$ cat config.mk
export PLATFORM = sky130hd
export DESIGN_NAME = tile_map_arbiter
export DESIGN_NICKNAME = d
export VERILOG_FILES = /design/src/rtl/tile_map_pkg.sv /design/src/rtl/tile_map_arbiter_rr_arbiter.sv /design/src/rtl/tile_map_arbiter.sv
export SDC_FILE = /design/constraint.sdc
export NUM_CORES = 1
export LEC_CHECK = 0
export ABC_AREA = 1
export CAP_MARGIN = 30
export CORE_AREA = 2 2 95 97
export DETAILED_ROUTE_END_ITERATION = 10
export DIE_AREA = 0 0 97 99
export PLACE_DENSITY_LB_ADDON = 0.2
export SYNTH_ARGS = -nofsm -noshare
export SYNTH_HDL_FRONTEND = slang
export SYNTH_SLANG_ARGS = --single-unit
$ cat constraint.sdc
create_clock -name clk_25m -period 3.6 [get_ports clk_25m]
set_input_delay 0.72 -clock clk_25m [delete_from_list [all_inputs] [get_ports clk_25m]]
set_output_delay 0.72 -clock clk_25m [all_outputs]
set_load 0.02 [all_outputs]
$ cat src/rtl/tile_map_pkg.sv
// Shared constants, tile codes and types for the tile-map RAM arbiter.
package tile_map_pkg;

    localparam int unsigned DEPTH  = 3072;
    localparam int unsigned ADDR_W = 12;
    localparam int unsigned DATA_W = 4;

    typedef enum logic [DATA_W-1:0] {
        TILE_EMPTY = 4'h0,
        TILE_BRICK = 4'h1,
        TILE_STEEL = 4'h2,
        TILE_WATER = 4'h3,
        TILE_BASE  = 4'h4
    } tile_e;

    localparam logic [DATA_W-1:0] CLEAR_VAL = DATA_W'(TILE_EMPTY);

    typedef enum logic {
        ST_IDLE  = 1'b0,
        ST_CLEAR = 1'b1
    } state_e;

    // One RAM access as driven onto the mem_* port.
    typedef struct packed {
        logic              en;
        logic              we;
        logic [ADDR_W-1:0] addr;
        logic [DATA_W-1:0] wdata;
    } mem_req_t;

endpackage

$ cat src/rtl/tile_map_arbiter_rr_arbiter.sv
// Round-robin arbiter: grants the first request at or after the pointer, then moves the pointer past it.
module rr_arbiter #(
    parameter int unsigned NUM_WR = 2
) (
    input  logic              clk,
    input  logic              rst_n,
    input  logic              en,
    input  logic [NUM_WR-1:0] req,
    output logic [NUM_WR-1:0] gnt_c
);

    localparam int unsigned PTR_W = (NUM_WR > 1) ? $clog2(NUM_WR) : 1;

    logic [PTR_W-1:0] ptr_q, ptr_d;

    always_comb begin
        logic found;
        gnt_c = '0;
        ptr_d = ptr_q;
        found = 1'b0;
        // First pass covers [ptr, NUM_WR), second pass wraps to [0, ptr).
        for (int unsigned i = 0; i < NUM_WR; i++) begin
            if (!found && req[i] && (i >= 32'(ptr_q))) begin
                gnt_c[i] = 1'b1;
                ptr_d    = PTR_W'((i + 1) % NUM_WR);
                found    = 1'b1;
            end
        end
        for (int unsigned i = 0; i < NUM_WR; i++) begin
            if (!found && req[i]) begin
                gnt_c[i] = 1'b1;
                ptr_d    = PTR_W'((i + 1) % NUM_WR);
                found    = 1'b1;
            end
        end
        if (!en) begin
            gnt_c = '0;
            ptr_d = ptr_q;
        end
    end

    always_ff @(posedge clk) begin
        if (!rst_n) ptr_q <= '0;
        else        ptr_q <= ptr_d;
    end

endmodule

$ cat src/rtl/tile_map_arbiter.sv
// Single-port tile-map RAM owner: display reads > clear sweep > round-robin writers.
// Build option VBLANK_ONLY_WR_EN restricts writer grants and clear writes to vblank.
module tile_map_arbiter
    import tile_map_pkg::*;
#(
    parameter int unsigned NUM_WR = 2
) (
    input  logic                     clk_25m,
    input  logic                     rst_n,
    input  logic                     vblank,
    input  logic                     disp_req,
    input  logic [ADDR_W-1:0]        disp_addr,
    output logic                     disp_rvalid,
    output logic [DATA_W-1:0]        disp_rdata,
    input  logic [NUM_WR-1:0]        wr_req,
    input  logic [NUM_WR*ADDR_W-1:0] wr_addr,
    input  logic [NUM_WR*DATA_W-1:0] wr_data,
    output logic [NUM_WR-1:0]        wr_gnt,
    input  logic                     clear_req,
    output logic                     clear_busy,
    output logic                     clear_done,
    output logic                     mem_en,
    output logic                     mem_we,
    output logic [ADDR_W-1:0]        mem_addr,
    output logic [DATA_W-1:0]        mem_wdata,
    input  logic [DATA_W-1:0]        mem_rdata
);

    localparam logic [ADDR_W-1:0] LAST_ADDR = ADDR_W'(DEPTH - 1);
    localparam logic [ADDR_W-1:0] DEPTH_A   = ADDR_W'(DEPTH);

    state_e            state_q, state_d;
    logic [ADDR_W-1:0] clr_cnt_q, clr_cnt_d;
    logic              clr_fin_q, clr_fin_d;
    logic              clear_busy_q, clear_busy_d;
    logic              clear_done_q, clear_done_d;
    mem_req_t          mem_q, mem_d;
    logic [NUM_WR-1:0] wr_gnt_q, wr_gnt_d;
    logic              rd_p1_q, rd_p1_d;
    logic              rd_p2_q, rd_p2_d;
    logic              disp_rvalid_q, disp_rvalid_d;
    logic [DATA_W-1:0] disp_rdata_q, disp_rdata_d;

    logic              bg_ok;
    logic              wr_slot;
    logic [NUM_WR-1:0] arb_gnt_c;
    logic [ADDR_W-1:0] sel_addr;
    logic [DATA_W-1:0] sel_data;

`ifdef VBLANK_ONLY_WR_EN
    assign bg_ok = vblank;
`else
    logic unused_vblank;
    assign unused_vblank = vblank;
    assign bg_ok         = 1'b1;
`endif

    // Writers only compete for a slot nobody with higher priority wants.
    assign wr_slot = !disp_req && (state_q == ST_IDLE) && bg_ok;

    // A writer still holds req on the edge its grant is seen, so mask it for that cycle.
    rr_arbiter #(.NUM_WR(NUM_WR)) u_rr (
        .clk   (clk_25m),
        .rst_n (rst_n),
        .en    (wr_slot),
        .req   (wr_req & ~wr_gnt_q),
        .gnt_c (arb_gnt_c)
    );

    always_comb begin
        sel_addr = '0;
        sel_data = '0;
        for (int unsigned i = 0; i < NUM_WR; i++) begin
            if (arb_gnt_c[i]) begin
                sel_addr = wr_addr[i*ADDR_W +: ADDR_W];
                sel_data = wr_data[i*DATA_W +: DATA_W];
            end
        end
    end

    always_comb begin
        state_d   = state_q;
        clr_cnt_d = clr_cnt_q;
        clr_fin_d = 1'b0;
        mem_d     = '0;
        wr_gnt_d  = '0;
        rd_p1_d   = 1'b0;

        if (disp_req) begin
            mem_d.en   = 1'b1;
            mem_d.addr = disp_addr;
            rd_p1_d    = 1'b1;
        end else if ((state_q == ST_CLEAR) && bg_ok) begin
            mem_d.en    = 1'b1;
            mem_d.we    = 1'b1;
            mem_d.addr  = clr_cnt_q;
            mem_d.wdata = CLEAR_VAL;
            if (clr_cnt_q == LAST_ADDR) begin
                clr_cnt_d = '0;
                clr_fin_d = 1'b1;
                state_d   = ST_IDLE;
            end else begin
                clr_cnt_d = clr_cnt_q + ADDR_W'(1);
            end
        end else if (|arb_gnt_c) begin
            wr_gnt_d = arb_gnt_c;
            // Out-of-range writes are acknowledged but never reach the RAM.
            if (sel_addr < DEPTH_A) begin
                mem_d.en    = 1'b1;
                mem_d.we    = 1'b1;
                mem_d.addr  = sel_addr;
                mem_d.wdata = sel_data;
            end
        end

        if ((state_q == ST_IDLE) && clear_req) state_d = ST_CLEAR;

        // Busy covers the final write; done follows it one cycle later as busy drops.
        clear_busy_d  = (state_d == ST_CLEAR) || clr_fin_d;
        clear_done_d  = clr_fin_q;
        rd_p2_d       = rd_p1_q;
        disp_rvalid_d = rd_p2_q;
        disp_rdata_d  = rd_p2_q ? mem_rdata : disp_rdata_q;
    end

    always_ff @(posedge clk_25m) begin
        if (!rst_n) begin
            state_q       <= ST_IDLE;
            clr_cnt_q     <= '0;
            clr_fin_q     <= 1'b0;
            clear_busy_q  <= 1'b0;
            clear_done_q  <= 1'b0;
            mem_q         <= '0;
            wr_gnt_q      <= '0;
            rd_p1_q       <= 1'b0;
            rd_p2_q       <= 1'b0;
            disp_rvalid_q <= 1'b0;
            disp_rdata_q  <= '0;
        end else begin
            state_q       <= state_d;
            clr_cnt_q     <= clr_cnt_d;
            clr_fin_q     <= clr_fin_d;
            clear_busy_q  <= clear_busy_d;
            clear_done_q  <= clear_done_d;
            mem_q         <= mem_d;
            wr_gnt_q      <= wr_gnt_d;
            rd_p1_q       <= rd_p1_d;
            rd_p2_q       <= rd_p2_d;
            disp_rvalid_q <= disp_rvalid_d;
            disp_rdata_q  <= disp_rdata_d;
        end
    end

    assign disp_rvalid = disp_rvalid_q;
    assign disp_rdata  = disp_rdata_q;
    assign wr_gnt      = wr_gnt_q;
    assign clear_busy  = clear_busy_q;
    assign clear_done  = clear_done_q;
    assign mem_en      = mem_q.en;
    assign mem_we      = mem_q.we;
    assign mem_addr    = mem_q.addr;
    assign mem_wdata   = mem_q.wdata;

endmodule
==> reports/summary.md, run 1 <==
- finished clean — run status
- 12.4 um — Wirelength per Cell
- 2 — total buffers and inverters traversed by the critical path
- register to register — classification of the worst-slack hold path
- 0.424 — sequential element share of the synthesized area
- 426 — Total Nets Final
- 44 — post-synthesis sequential element count
- 0.000873 W — Internal Power
- 0 ns — final setup TNS
- disp_rvalid_d — endpoint of the worst hold path
- 0 — cts hold-fix bufs
- primary input to register — Setup Crit Path Kind
- no — setup repair after global routing missed its margin
- 0 — yosys synthesis warning count
- mem_we — endpoint of the lowest-slack register-to-register path
- 0.243 — Initial Util
- sky130_fd_sc_hd__nand2_2 — most frequent cell on the critical path
- 0.162 — global routing met1 resource utilization
- 0 — number of antenna diodes
- 0.234 — switching share of total power
- 34 — number of placement rows
- 0 — Resized Gates After CTS
- 2030 — detailed-route via count
- 881 um2 — FF/Latch Area
- 0.212 — routing usage on met2
- 0 — final number of max-transition violations
- 8550 um2 — area of the core region
- 0 — total congestion overflow
- 0.08 ns — Worst-path clk slew
- 4550 um — estimated wirelength of the detail-placed design
- 0.0838 — fraction of layout instances using a drive strength above 1
- 0.362 ns — actual slew at the worst max-slew pin
- 7 — Reg2Reg Depth
- sky130_fd_sc_hd__clkbuf_8 — Root Buffer
- register — capturing element type of the critical path
- 7.12 um2 — average instance area after synthesis
- 82 — number of I/O pins
- 0.757 — Max-slew headroom
- 0.000266 W — total net switching power
- 1.36 ns — worst setup margin
- 0.29 ns — clock latency at the later pin of the worst-skew pair
- 48.6% — area growth from synthesis to layout
- 3.83 ns — Data required, critical path
- 0.163 — share of power burned in combinational logic
- primary input — Critical Path Start Type
- 0 — Final Hold Fails
- 0 — count of antenna-violating nets left after detailed routing
- 9640 um — wire length of the first global-routing pass
- 0.125 — Overall Global Routing Usage
- 1020 um2 — total area of multi-input combinational cells
- 17 — maximum fanout along the worst path
- clkdlybuf4s50_1, inv_1, nor2_4, nand2_2, nand3_1, nand2_1, nand2_2, nand2_2, a21oi_1 — critical-path cell list
- 0 — initial antenna violation count
- 0.00114 W — Pwr Total
- 5940 um — sum of routed wire length over all layers
- 348 — post-synthesis net count
- 0.622 — period utilization
- 447 MHz — timing-limited maximum frequency
- met2 — global routing's busiest layer
- 922 — fill cell count
- 0 — Setup Fix Bufs, Post-CTS
- 0.45 ns — Crit path largest cell delay
- 369 nW/um2 — Pwr Density
- 292 — cells after synthesis
- 0 — Setup-failing EPs final
- yes — CTS tree
- 1.26 nW — static leakage
- 155 uV — Max VDD drop
- 99 um — Die Y-Extent
- simple AND/OR/NAND/NOR gates — family with the most delay on the worst path
- 0.785 — gp weighted congestion
- 28 — pin count of the biggest net entering global routing
- sky130_fd_sc_hd__nand2_1 — most common cell after layout, fill and taps aside
- 2080 um2 — combined area of all synthesized cells
- 2.24 ns — fin crit period
- 2.46 ns — Worst Path Arrival
- 0.449 — share of total power in sequential cells
- 2 — H-tree lvl count
- 80 — port bufs
- sky130_fd_sc_hd__clkdlybuf4s50_1 — slowest library cell on the worst path
- 1984 — via count of the first global-routing pass
- 0.361 — final design utilization
- 44 — CTS Sinks
- 33 — post-synth cell types
- 4.25 — number of vias per cell after detailed routing
- 61 — number of design-rule violations left by the first detailed-router iteration
- 0.388 — portion of total power attributed to the clock network
- 0 — count of unresolved DRC violations after routing
- 97 um — Die Wd
- wr_gnt[1] — source of the worst register-to-register timing path
- 89 x sky130_fd_sc_hd__nand2_1, 80 x sky130_fd_sc_hd__clkdlybuf4s50_1, 44 x sky130_fd_sc_hd__dfxtp_1 — leading cell types in the layout, fill and taps excluded
- 2 — Min-Delay Path Depth
- 4 — drt pass-1 iters
- 2 — number of buffers between clock root and the deepest sink
- 0 — max-cap check violation count
- 0.0305 — met3 Track Usage GR
- 9600 um2 — floorplan die area
- 0.00277 ns — Worst Clk Skew
- rd_p1_q — hold path start
- 5 — clock buffers created by TritonCTS
- 1.05 ns — worst slack at placement
- 1.93 ns — flop-to-flop setup slack
## how the worst max path moves through the flow
stage	to	startpoint	cells past startpoint	slack, ns
after global placement	mem_we	wr_req[1]	9	1.06
after global routing	mem_wdata[2]	wr_req[1]	9	1.19
after detailed placement	mem_we	wr_req[1]	9	1.05
after floorplan	mem_addr[5]	disp_req	10	1.91
final	mem_we	wr_req[1]	9	1.36
after CTS	mem_we	wr_req[1]	9	1.36
## synth_stat cells
master | instances | area [um2]
sky130_fd_sc_hd__buf_2 | 4 | 20.0
sky130_fd_sc_hd__nand3_2 | 6 | 60.1
sky130_fd_sc_hd__nor2_4 | 1 | 11.3
sky130_fd_sc_hd__buf_1 | 1 | 3.75
sky130_fd_sc_hd__nand3_1 | 31 | 155
sky130_fd_sc_hd__nand2_2 | 3 | 18.8
sky130_fd_sc_hd__a21oi_1 | 11 | 55.1
sky130_fd_sc_hd__ha_1 | 1 | 12.5
sky130_fd_sc_hd__clkinv_2 | 1 | 5.00
sky130_fd_sc_hd__xnor2_1 | 1 | 8.76
sky130_fd_sc_hd__nand4_1 | 2 | 12.5
sky130_fd_sc_hd__buf_4 | 1 | 7.51
sky130_fd_sc_hd__nor2_1 | 29 | 109
sky130_fd_sc_hd__clkinv_1 | 1 | 3.75
sky130_fd_sc_hd__xor2_1 | 2 | 17.5
sky130_fd_sc_hd__nor3b_2 | 1 | 12.5
sky130_fd_sc_hd__dfxtp_1 | 44 | 881
sky130_fd_sc_hd__clkbuf_1 | 3 | 11.3
sky130_fd_sc_hd__nor2_2 | 2 | 12.5
sky130_fd_sc_hd__inv_2 | 3 | 11.3
sky130_fd_sc_hd__nor3b_1 | 1 | 7.51
sky130_fd_sc_hd__nand2_1 | 89 | 334
sky130_fd_sc_hd__nor3_1 | 4 | 20.0
sky130_fd_sc_hd__a21oi_4 | 1 | 16.3
sky130_fd_sc_hd__buf_6 | 3 | 33.8
sky130_fd_sc_hd__o21ai_0 | 18 | 90.1
sky130_fd_sc_hd__and2_1 | 1 | 6.26
sky130_fd_sc_hd__nand2_4 | 2 | 22.5
sky130_fd_sc_hd__o21ai_1 | 1 | 5.00
sky130_fd_sc_hd__nor2_8 | 1 | 20.0
sky130_fd_sc_hd__a31oi_1 | 1 | 6.26
sky130_fd_sc_hd__inv_1 | 21 | 78.8
sky130_fd_sc_hd__a22o_1 | 1 | 8.76
## through the flow
step                      cells  cell area, um2  hold WS [ns]
after floorplan             292            2080         0.390
after global placement      471            2960         0.396
after detailed placement    471            2960         0.402
after CTS                   478            3090         0.423
after global routing        478            3090         0.441
final                       478            3090         0.420
## flip-flops by register name (all words and copies together) (netlist names)
signal         flops
clear_busy         1
mem_en             1
disp_rvalid        1
state_q            1
wr_gnt             2
mem_addr          12
u_rr.ptr_q         1
clr_cnt_q         12
clear_done_d       1
clear_done         1
mem_wdata          4
mem_we             1
rd_p1_q            1
disp_rdata         4
disp_rvalid_d      1
## layer usage
| metal | up-vias | part of all wire |
|---|---|---|
| met1 | 897 | 0.48 |
| met3 | 6 | 0.049 |
| met5 | - | 0 |
| li1 | 1079 | - |
| met2 | 48 | 0.46 |
| met4 | 0 | 0.011 |
## cell families (layout without fill, tap and decap cells)
group / count (synthesis) / after routing / share of synthesized area
adder cells (fa/ha/maj): 1 / 1 / 0.00602
flip-flops: 44 / 44 / 0.424
buffers and inverters: 38 / 116 / 0.0843
XOR/XNOR: 3 / 3 / 0.0126
AND/OR/NAND/NOR: 173 / 173 / 0.386
AO/OA/AOI/OAI: 33 / 33 / 0.0873
## worst register-to-register path, cell delays in order, from the launching register on
cell,delay [ns]
sky130_fd_sc_hd__dfxtp_1,0.34
sky130_fd_sc_hd__nor2_4,0.17
sky130_fd_sc_hd__nand2_2,0.25
sky130_fd_sc_hd__nand3_1,0.19
sky130_fd_sc_hd__nand2_1,0.10
sky130_fd_sc_hd__nand2_2,0.22
sky130_fd_sc_hd__nand2_2,0.18
sky130_fd_sc_hd__a21oi_1,0.17
## final cells by class
class                   instances  share of cell area
clock inverters                 2              0.0194
multi-input cells             210               0.331
repair buffers                 83               0.267
inverters                      26              0.0320
flip-flops and latches         44               0.285
well taps                     108              0.0437
clock buffers                   5              0.0223
## power groups by stage
stage / registers, W / clock network (W) / logic, W
2_1_floorplan: 0.000540 / 0 / 0.0000683
3_3_place_gp: 0.000524 / 0 / 0.000187
3_5_place_dp: 0.000524 / 0 / 0.000187
4_1_cts: 0.000513 / 0.000461 / 0.000188
5_1_grt: 0.000514 / 0.000477 / 0.000204
6_report: 0.000512 / 0.000442 / 0.000185
(Power assumes the default switching activity.)
==> run 2, diff against run 1 <==
==> constraint.sdc (replaced) <==
create_clock -name clk_25m -period 2 [get_ports clk_25m]
set_input_delay 0.4 -clock clk_25m [delete_from_list [all_inputs] [get_ports clk_25m]]
set_output_delay 0.4 -clock clk_25m [all_outputs]
set_load 0.02 [all_outputs]
==> reports/summary.md, run 2 (synthesized netlist as in run 1, its figures left out) <==
- 6100 um — sum of routed wire length over all layers, +2.6%
- 3060 um2 — cell area after placement, +3.3%
- 44 — CTS Sinks, unchanged
- disp_rvalid_d — endpoint of the worst hold path
- 1.69 ns — fin crit period
- 0.250 — switching share of total power, +0.0163
- 97 um — Die Wd, unchanged
- 0 ns — final setup TNS, unchanged
- 34 — number of placement rows, unchanged
- 23 — pin count of the biggest net entering global routing, -18%
- 80 — port bufs, unchanged
- 0.30 ns — clock latency at the later pin of the worst-skew pair, about the same
- 3180 um2 — Final Instance Area, +2.9%
- 0 — initial antenna violation count, unchanged
- 8550 um2 — area of the core region, unchanged
- 0.310 ns — worst setup margin, -1.05 ns
- 0 — final number of max-transition violations, unchanged
- 0.09 ns — Worst-path clk slew, about the same
- 0 — max-cap check violation count, unchanged
- 0 — total congestion overflow, unchanged
- clr_cnt_q[10] — endpoint of the lowest-slack register-to-register path
- 2 — maximum fanout along the worst path, -15
- 9600 um2 — floorplan die area, unchanged
- 0.117 — fraction of layout instances using a drive strength above 1, +0.0334
- yes — CTS tree
- finished clean — run status
- 5 — clock buffers created by TritonCTS, unchanged
- 0.811 — Max-slew headroom, +0.0536
- clkdlybuf4s50_1 — critical-path cell list
- 0.460 — share of total power in sequential cells, +0.011
- 0.000501 W — total net switching power, +88%
- sky130_fd_sc_hd__nand2_1 — most common cell after layout, fill and taps aside
- 1.60 ns — Data required, critical path, -2.23 ns
- 0.62 ns — Crit path largest cell delay, +0.17 ns
- 0 — cts hold-fix bufs, unchanged
- 630 nW/um2 — Pwr Density, +71%
- register to register — classification of the worst-slack hold path
- 592 MHz — timing-limited maximum frequency
- 0.420 ns — hold_ws, -0.000184 ns
- 0.45 ns — flop-to-flop setup slack, -1.48 ns
- 9910 um — wire length of the first global-routing pass, +2.8%
- 0 — Final Hold Fails, unchanged
- buffers and inverters — family with the most delay on the worst path
- 99 um — Die Y-Extent, unchanged
- 0.365 — portion of total power attributed to the clock network, -0.023
- 4.23 — number of vias per cell after detailed routing, -0.31%
- 0.0189 ns — worst slack at placement, -1.03 ns
- 0 — Setup Fix Bufs, Post-CTS, unchanged
- primary output — capturing element type of the critical path
- 911 — fill cell count, -1.2%
- 53.0% — area growth from synthesis to layout
- 0.281 ns — actual slew at the worst max-slew pin, -0.0811 ns
- 0 — Resized Gates After CTS, unchanged
- 0 — count of antenna-violating nets left after detailed routing, unchanged
- sky130_fd_sc_hd__clkbuf_8 — Root Buffer
- 5 — drt pass-1 iters, +1
- 0 — number of antenna diodes, unchanged
- 2 — number of buffers between clock root and the deepest sink, unchanged
- 0.845 — period utilization
- register — Critical Path Start Type
- 1.29 ns — Worst Path Arrival, -1.17 ns
- 9 — Reg2Reg Depth, +2
- 4750 um — estimated wirelength of the detail-placed design, +4.4%
- 1.32 nW — static leakage, +4.7%
- 439 — Total Nets Final, +3.1%
- 0 — Setup-failing EPs final, unchanged
- 0.243 — Initial Util, unchanged
- 49 — number of design-rule violations left by the first detailed-router iteration, -20%
- clr_cnt_q[0] — source of the worst register-to-register timing path
- 2 — H-tree lvl count, unchanged
- no — setup repair after global routing missed its margin
- 0.00801 ns — Worst Clk Skew, +0.00524 ns
- 0.826 — gp weighted congestion, +5.2%
- 0 — count of unresolved DRC violations after routing, unchanged
- register to primary output — Setup Crit Path Kind
- 0.129 — Overall Global Routing Usage, +0.00358
- 256 uV — Max VDD drop, +66%
- 82 — number of I/O pins, unchanged
- 0.175 — share of power burned in combinational logic, +0.012
- sky130_fd_sc_hd__clkdlybuf4s50_1 — slowest library cell on the worst path
- 89 x sky130_fd_sc_hd__nand2_1, 80 x sky130_fd_sc_hd__clkdlybuf4s50_1, 44 x sky130_fd_sc_hd__dfxtp_1 — leading cell types in the layout, fill and taps excluded
- 12.4 um — Wirelength per Cell, -0.36%
- 2088 — via count of the first global-routing pass, +5.2%
- 1 — total buffers and inverters traversed by the critical path, -1
- 2083 — detailed-route via count, +2.6%
- rd_p1_q — hold path start
- 2 — Min-Delay Path Depth, unchanged
- 0.00150 W — Internal Power, +72%
run 2: power by group through the flow:
stage / clock, W / combinational [W] / sequential, W
final: 0.000731 / 0.000350 / 0.000922
after global routing: 0.000801 / 0.000380 / 0.000927
after detailed placement: 0 / 0.000352 / 0.000944
after floorplan: 0 / 0.000123 / 0.000972
after CTS: 0.000775 / 0.000354 / 0.000923
after global placement: 0 / 0.000351 / 0.000943
run 2: worst max path at each step:
stage / startpoint / slack, ns / cells past startpoint / endpoint
final: wr_gnt[1] / 0.31 / 1 / wr_gnt[1]
after global routing: disp_req / 0.17 / 8 / clr_cnt_q[9]
after CTS: wr_gnt[1] / 0.28 / 1 / wr_gnt[1]
after detailed placement: disp_req / 0.02 / 8 / clr_cnt_q[9]
after global placement: disp_req / 0.02 / 9 / clr_cnt_q[10]
after floorplan: disp_req / 0.63 / 10 / mem_addr[5]
run 2: area by class of cell:
cell class,count,area (um2),area share
sequential,44,881,0.277
clock inverter,2,38.8,0.0122
multi-input combinational,210,1020,0.322
inverter,26,98.8,0.0311
tap,108,135,0.0425
clock buffer,6,82.6,0.0260
timing repair buffer,96,921,0.290
run 2: metrics by stage:
stage	utilization	cells	power, W
floorplan	-	292	0.00109
global placement	0.358	484	0.00129
detailed placement	0.358	484	0.00130
CTS	0.372	492	0.00205
global route	0.372	492	0.00211
finish	0.372	492	0.00200
run 2: metal layers:
metal	global-route usage	routed length [um]
met1	0.161	2900
met2	0.225	2900
met3	0.0284	249
met4	0.0325	51
met5	0	0
